[config.mk]
export PLATFORM = sky130hd
export DESIGN_NAME = regfile_write_arbiter
export DESIGN_NICKNAME = d
export VERILOG_FILES = /design/src/rtl/regfile_write_arbiter_pkg.sv /design/src/rtl/regfile_write_arbiter_wb_priority_fsm.sv /design/src/rtl/regfile_write_arbiter.sv
export SDC_FILE = /design/constraint.sdc
export NUM_CORES = 1
export LEC_CHECK = 0
export BUFFER_PORTS_ARGS = -buffer_cell sky130_fd_sc_hd__buf_2
export CAP_MARGIN = 15
export CORE_UTILIZATION = 45
export DETAILED_ROUTE_END_ITERATION = 7
export PLACE_DENSITY = 0.83
export SLEW_MARGIN = 10
export SYNTH_ARGS = -nofsm -noshare
export SYNTH_HDL_FRONTEND = slang
export SYNTH_HIERARCHICAL = 1
export SYNTH_SLANG_ARGS = --single-unit
export TNS_END_PERCENT = 20
[constraint.sdc]
create_clock -name clk -period 3 [get_ports clk]
set_input_delay 0.15 -clock clk [delete_from_list [all_inputs] [get_ports clk]]
set_output_delay 0.15 -clock clk [all_outputs]
set_load 0.02 [all_outputs]
[src/rtl/regfile_write_arbiter_pkg.sv]
// Shared defaults and the writeback priority state type
// for the register-file write-port arbiter.
package regfile_write_arbiter_pkg;

  localparam int unsigned DATA_W_DEF   = 64;
  localparam int unsigned ADDR_W_DEF   = 5;
  localparam int unsigned ZERO_REG_DEF = 31;
  localparam int unsigned WAIT_W       = 4;

  typedef enum logic {
    PRI_P0 = 1'b0,
    PRI_P1 = 1'b1
  } wb_pri_e;

endpackage

[src/rtl/regfile_write_arbiter_wb_priority_fsm.sv]
// Priority state plus starvation counter: hands priority to port 1
// once it has been refused MAX_WAIT times, and back after it writes.
module wb_priority_fsm
  import regfile_write_arbiter_pkg::*;
#(
  parameter int unsigned MAX_WAIT = 4
) (
  input  logic    clk,
  input  logic    rst_n,
  input  logic    p1_refused,
  input  logic    p1_accepted,
  input  logic    p1_real_accepted,
  output wb_pri_e pri_sel,
  output logic    p1_starving
);

  localparam logic [WAIT_W-1:0] WAIT_MAX = WAIT_W'(MAX_WAIT);

  wb_pri_e           state_q, state_d;
  logic [WAIT_W-1:0] wait_q, wait_d;

  always_ff @(posedge clk or negedge rst_n) begin
    if (!rst_n) begin
      state_q     <= PRI_P0;
      wait_q      <= '0;
      p1_starving <= 1'b0;
    end else begin
      state_q     <= state_d;
      wait_q      <= wait_d;
      p1_starving <= (state_d == PRI_P1);
    end
  end

  // Swap priority on the edge where the counter reaches its limit.
  always_comb begin
    state_d = state_q;
    wait_d  = wait_q;
    if (p1_accepted) begin
      wait_d = '0;
    end else if (p1_refused && (wait_q < WAIT_MAX)) begin
      wait_d = wait_q + WAIT_W'(1);
    end
    case (state_q)
      PRI_P0: if (wait_d == WAIT_MAX) state_d = PRI_P1;
      PRI_P1: if (p1_real_accepted) state_d = PRI_P0;
      default: state_d = PRI_P0;
    endcase
  end

  assign pri_sel = state_q;

endmodule

[src/rtl/regfile_write_arbiter.sv]
// Shares the register bank write port between load writeback (port 0)
// and ALU writeback (port 1); zero-register writes are absorbed here.
module regfile_write_arbiter
  import regfile_write_arbiter_pkg::*;
#(
  parameter int unsigned DATA_W    = DATA_W_DEF,
  parameter int unsigned ADDR_W    = ADDR_W_DEF,
  parameter int unsigned MAX_WAIT  = 4,
  parameter int unsigned ZERO_REG  = ZERO_REG_DEF,
  parameter int unsigned DROP_ZERO = 1
) (
  input  logic              clk,
  input  logic              rst_n,
  input  logic              p0_valid,
  output logic              p0_ready,
  input  logic [ADDR_W-1:0] p0_reg,
  input  logic [DATA_W-1:0] p0_data,
  input  logic              p1_valid,
  output logic              p1_ready,
  input  logic [ADDR_W-1:0] p1_reg,
  input  logic [DATA_W-1:0] p1_data,
  output logic              wr_en,
  output logic [ADDR_W-1:0] wr_reg,
  output logic [DATA_W-1:0] wr_data,
  output logic              p1_starving
);

  localparam logic [ADDR_W-1:0] ZERO_IDX = ADDR_W'(ZERO_REG);
  localparam logic              DROP_EN  = (DROP_ZERO != 0);

  logic    p0_drop, p1_drop;
  logic    p0_real, p1_real;
  logic    p0_grant, p1_grant;
  wb_pri_e pri_sel;

  assign p0_drop = p0_valid && DROP_EN && (p0_reg == ZERO_IDX);
  assign p1_drop = p1_valid && DROP_EN && (p1_reg == ZERO_IDX);
  assign p0_real = p0_valid && !p0_drop;
  assign p1_real = p1_valid && !p1_drop;

  // Same-register conflicts always go to the older port 0 so port 1 lands last.
  always_comb begin
    p0_grant = 1'b0;
    p1_grant = 1'b0;
    if (p0_real && p1_real) begin
      if ((p0_reg == p1_reg) || (pri_sel == PRI_P0)) p0_grant = 1'b1;
      else                                           p1_grant = 1'b1;
    end else begin
      p0_grant = p0_real;
      p1_grant = p1_real;
    end
  end

  assign p0_ready = rst_n && (p0_drop || p0_grant);
  assign p1_ready = rst_n && (p1_drop || p1_grant);

  wb_priority_fsm #(
    .MAX_WAIT (MAX_WAIT)
  ) u_fsm (
    .clk              (clk),
    .rst_n            (rst_n),
    .p1_refused       (p1_real && !p1_grant),
    .p1_accepted      (p1_valid && p1_ready),
    .p1_real_accepted (p1_grant),
    .pri_sel          (pri_sel),
    .p1_starving      (p1_starving)
  );

  always_ff @(posedge clk or negedge rst_n) begin
    if (!rst_n) begin
      wr_en   <= 1'b0;
      wr_reg  <= '0;
      wr_data <= '0;
    end else begin
      wr_en <= p0_grant || p1_grant;
      if (p0_grant) begin
        wr_reg  <= p0_reg;
        wr_data <= p0_data;
      end else if (p1_grant) begin
        wr_reg  <= p1_reg;
        wr_data <= p1_data;
      end
    end
  end

endmodule

==> results.sh <==
export IMPL_run_status="complete, no violations"
export IMPL_fmax_mhz=533
export IMPL_clock_latency_ps=340
export IMPL_report_final_slew_viol_count=0
export IMPL_place_gp_congestion=0.821
export IMPL_avgViaCountPerCell=5.51
export IMPL_drt_iter0_drc=132
export IMPL_tightest_slew_ps=929
export IMPL_synth_area_top_cells="dfrtp_1 53%, a22o_1 17%, a21o_1 15%"
export IMPL_arrival_ps=2100
export IMPL_rows=31
export IMPL_cts_root_buffer="clkbuf_8"
export IMPL_dr_total_vias=3433
export IMPL_hold_class="input port to flop"
export IMPL_synth_cell_types=38
export IMPL_relSlewSlack=0.380
export IMPL_layout_commonest_cell="buf_2"
export IMPL_chipHeight_microns=90.3
export IMPL_synth_edf_count=0
export IMPL_period_share=0.625
export IMPL_end_kind="flop"
export IMPL_final_nets=662
export IMPL_ys_flop_type="dfrtp_1"
export IMPL_htree_num_levels=3
export IMPL_path_cells="nand2_1 > a31oi_4 > o22ai_4 > buf_4 > a22o_1 > a21o_1"
export IMPL_syn_num_nets=428
export IMPL_synth_top_area_cell="dfrtp_1"
export IMPL_antenna_cells=0
export IMPL_io_pins=215
export IMPL_groute_usage_overall=0.266
export IMPL_hpwl_microns=7190
export IMPL_wl_per_cell_microns=17.2
export IMPL_grt_max_degree=76
export IMPL_required_ps=3220
export IMPL_period_minus_slack_ps=1880
export IMPL_portBuffers=214
export IMPL_drcViolationCount=0
export IMPL_path_delay_family="compound AO/OA/AOI/OAI gates"
export IMPL_drt_wl_total_microns=10700
export IMPL_synth_area_sq_um=3510
export IMPL_die_width_microns=90.3
export IMPL_setup_ws_ps=1120
export IMPL_start_kind="flop"
export IMPL_overflow=0
export IMPL_cts_buffers=9
export IMPL_maxCapViolCount=0
export IMPL_syn_to_final_growth_pct=46.0
export IMPL_cts_sinks=75
export IMPL_synth_seq_area_share=0.535
export IMPL_grt_antenna_before_repair=0
export IMPL_syn_avg_cell_area_sq_um=12.3
export IMPL_pre_cts_ws_ps=937
export IMPL_core_area_sq_um=7410
export IMPL_power_density_nw_per_um2=624
export IMPL_syn_inst=285
export IMPL_cp_max_fo=68
export IMPL_path_clk_slew_ps=80
export IMPL_tns_ps=0
export IMPL_ant_nets=0
export IMPL_grt_pass1_vias=3509
export IMPL_p_leak_uw=0.00293
export IMPL_hold_violations=0
export IMPL_clock_path_buffers=2
export IMPL_nFillCells=572
export IMPL_ys_async_sr_fraction=1.00
export IMPL_synth_top_area_frac=0.535
export IMPL_ys_seq_elements=75
export IMPL_fin_skew_ps=7.21
export IMPL_largest_reg_flops=64
export IMPL_yosys_warnings=6
export IMPL_rsz0062_at_grt="false"
export IMPL_drive_gt1_frac=0.469
export IMPL_cp_slowest_stage_delay_ps=430
export IMPL_crit_buf_inv=1
export IMPL_initial_utilization=0.474
export IMPL_cts_tree="built"
export IMPL_ir_drop_mv=0.325
export IMPL_cp_slowest_cell="dfrtp_1"
export IMPL_die_area_sq_um=8150
export IMPL_grt_pass1_wl_microns=17100
export IMPL_final_cell_mix="213 x buf_2, 75 x dfrtp_1, 68 x a22o_1, 68 x a21o_1, 25 x dlygate4sd3_1"
export IMPL_firstDrtPassIters=4
export IMPL_path_class="flop to flop"
export IMPL_setup_viol=0
cells by family after synthesis:
kind of cell / after synthesis / synth area share
flip-flops: 75 / 0.535
AO/OA/AOI/OAI: 153 / 0.358
multiplexers: 2 / 0.00571
AND/OR/NAND/NOR: 20 / 0.0382
adder cells (fa/ha/maj): 1 / 0.00357
buffers and inverters: 27 / 0.0424
XOR/XNOR: 7 / 0.0175
through the flow:
stage	hold WS (ps)	std cells	total power, uW	utilization	area, sq um
2_1_floorplan	-146	285	1940	-	3510
3_3_place_gp	349	582	2280	0.627	4650
3_5_place_dp	353	582	2310	0.627	4650
4_1_cts	0.233	623	3210	0.691	5120
5_1_grt	0.0560	623	3360	0.691	5120
6_report	13.0	623	3200	0.691	5120
final cells by class:
class	count	area, sq um	area share
Timing Repair Buffer	245	1380	0.270
Tap cell	99	124	0.0242
Multi-Input combinational cell	183	1500	0.292
Clock inverter	7	100	0.0195
Inverter	5	18.8	0.00366
Clock buffer	9	124	0.0242
Sequential cell	75	1880	0.366
power by group:
part / total [uW] / internal, uW / switching [uW]
sequential: 1290 / 1180 / 112
clock: 867 / 475 / 392
combinational: 1030 / 460 / 575
worst reg2reg max path, delay by kind of cell, from the launching register on:
kind | cells | cell delay, ps
AOI/OAI and AO/OA | 4 | 880
DFF | 1 | 430
buffers and inverters | 1 | 330
and+or+nand+nor | 1 | 120
cells in the mapped netlist (2+ instances only):
master / number
dfrtp_1: 75
a21o_1: 68
a22o_1: 68
buf_2: 14
xnor2_1: 6
nor2_1: 5
a31oi_1: 4
buf_4: 4
inv_1: 4
nand2_1: 4
buf_6: 2
clkbuf_1: 2
mux2i_1: 2
nand2b_1: 2
nor2b_1: 2
routing by layer:
| metal | share of wire | global-route usage |
|---|---|---|
| met1 | 0.38 | 0.303 |
| met2 | 0.51 | 0.464 |
| met3 | 0.066 | 0.0589 |
| met4 | 0.043 | 0.148 |
| met5 | 0 | 0 |
final timing paths:
path | start | to | slack, ps | depth (start not counted)
max | u_fsm/pri_sel | wr_data[54] | 1120 | 6
min | p1_data[26] | wr_data[26] | 10 | 2
max reg2reg | u_fsm/pri_sel | wr_data[54] | 1120 | 6
min reg2reg | wr_reg[3] | wr_reg[3] | 530 | 1
max in group asynchronous | rst_n | wr_data[63] | 2350 | 2
min in group asynchronous | rst_n | wr_data[7] | 80 | 2
timing repair:
item	CTS	global route
gates resized for setup	0	0
setup buffers	0	0
endpoints found under the hold margin	25	0
hold buffers	25	0
Note: power is estimated with default switching activity, not from simulation.
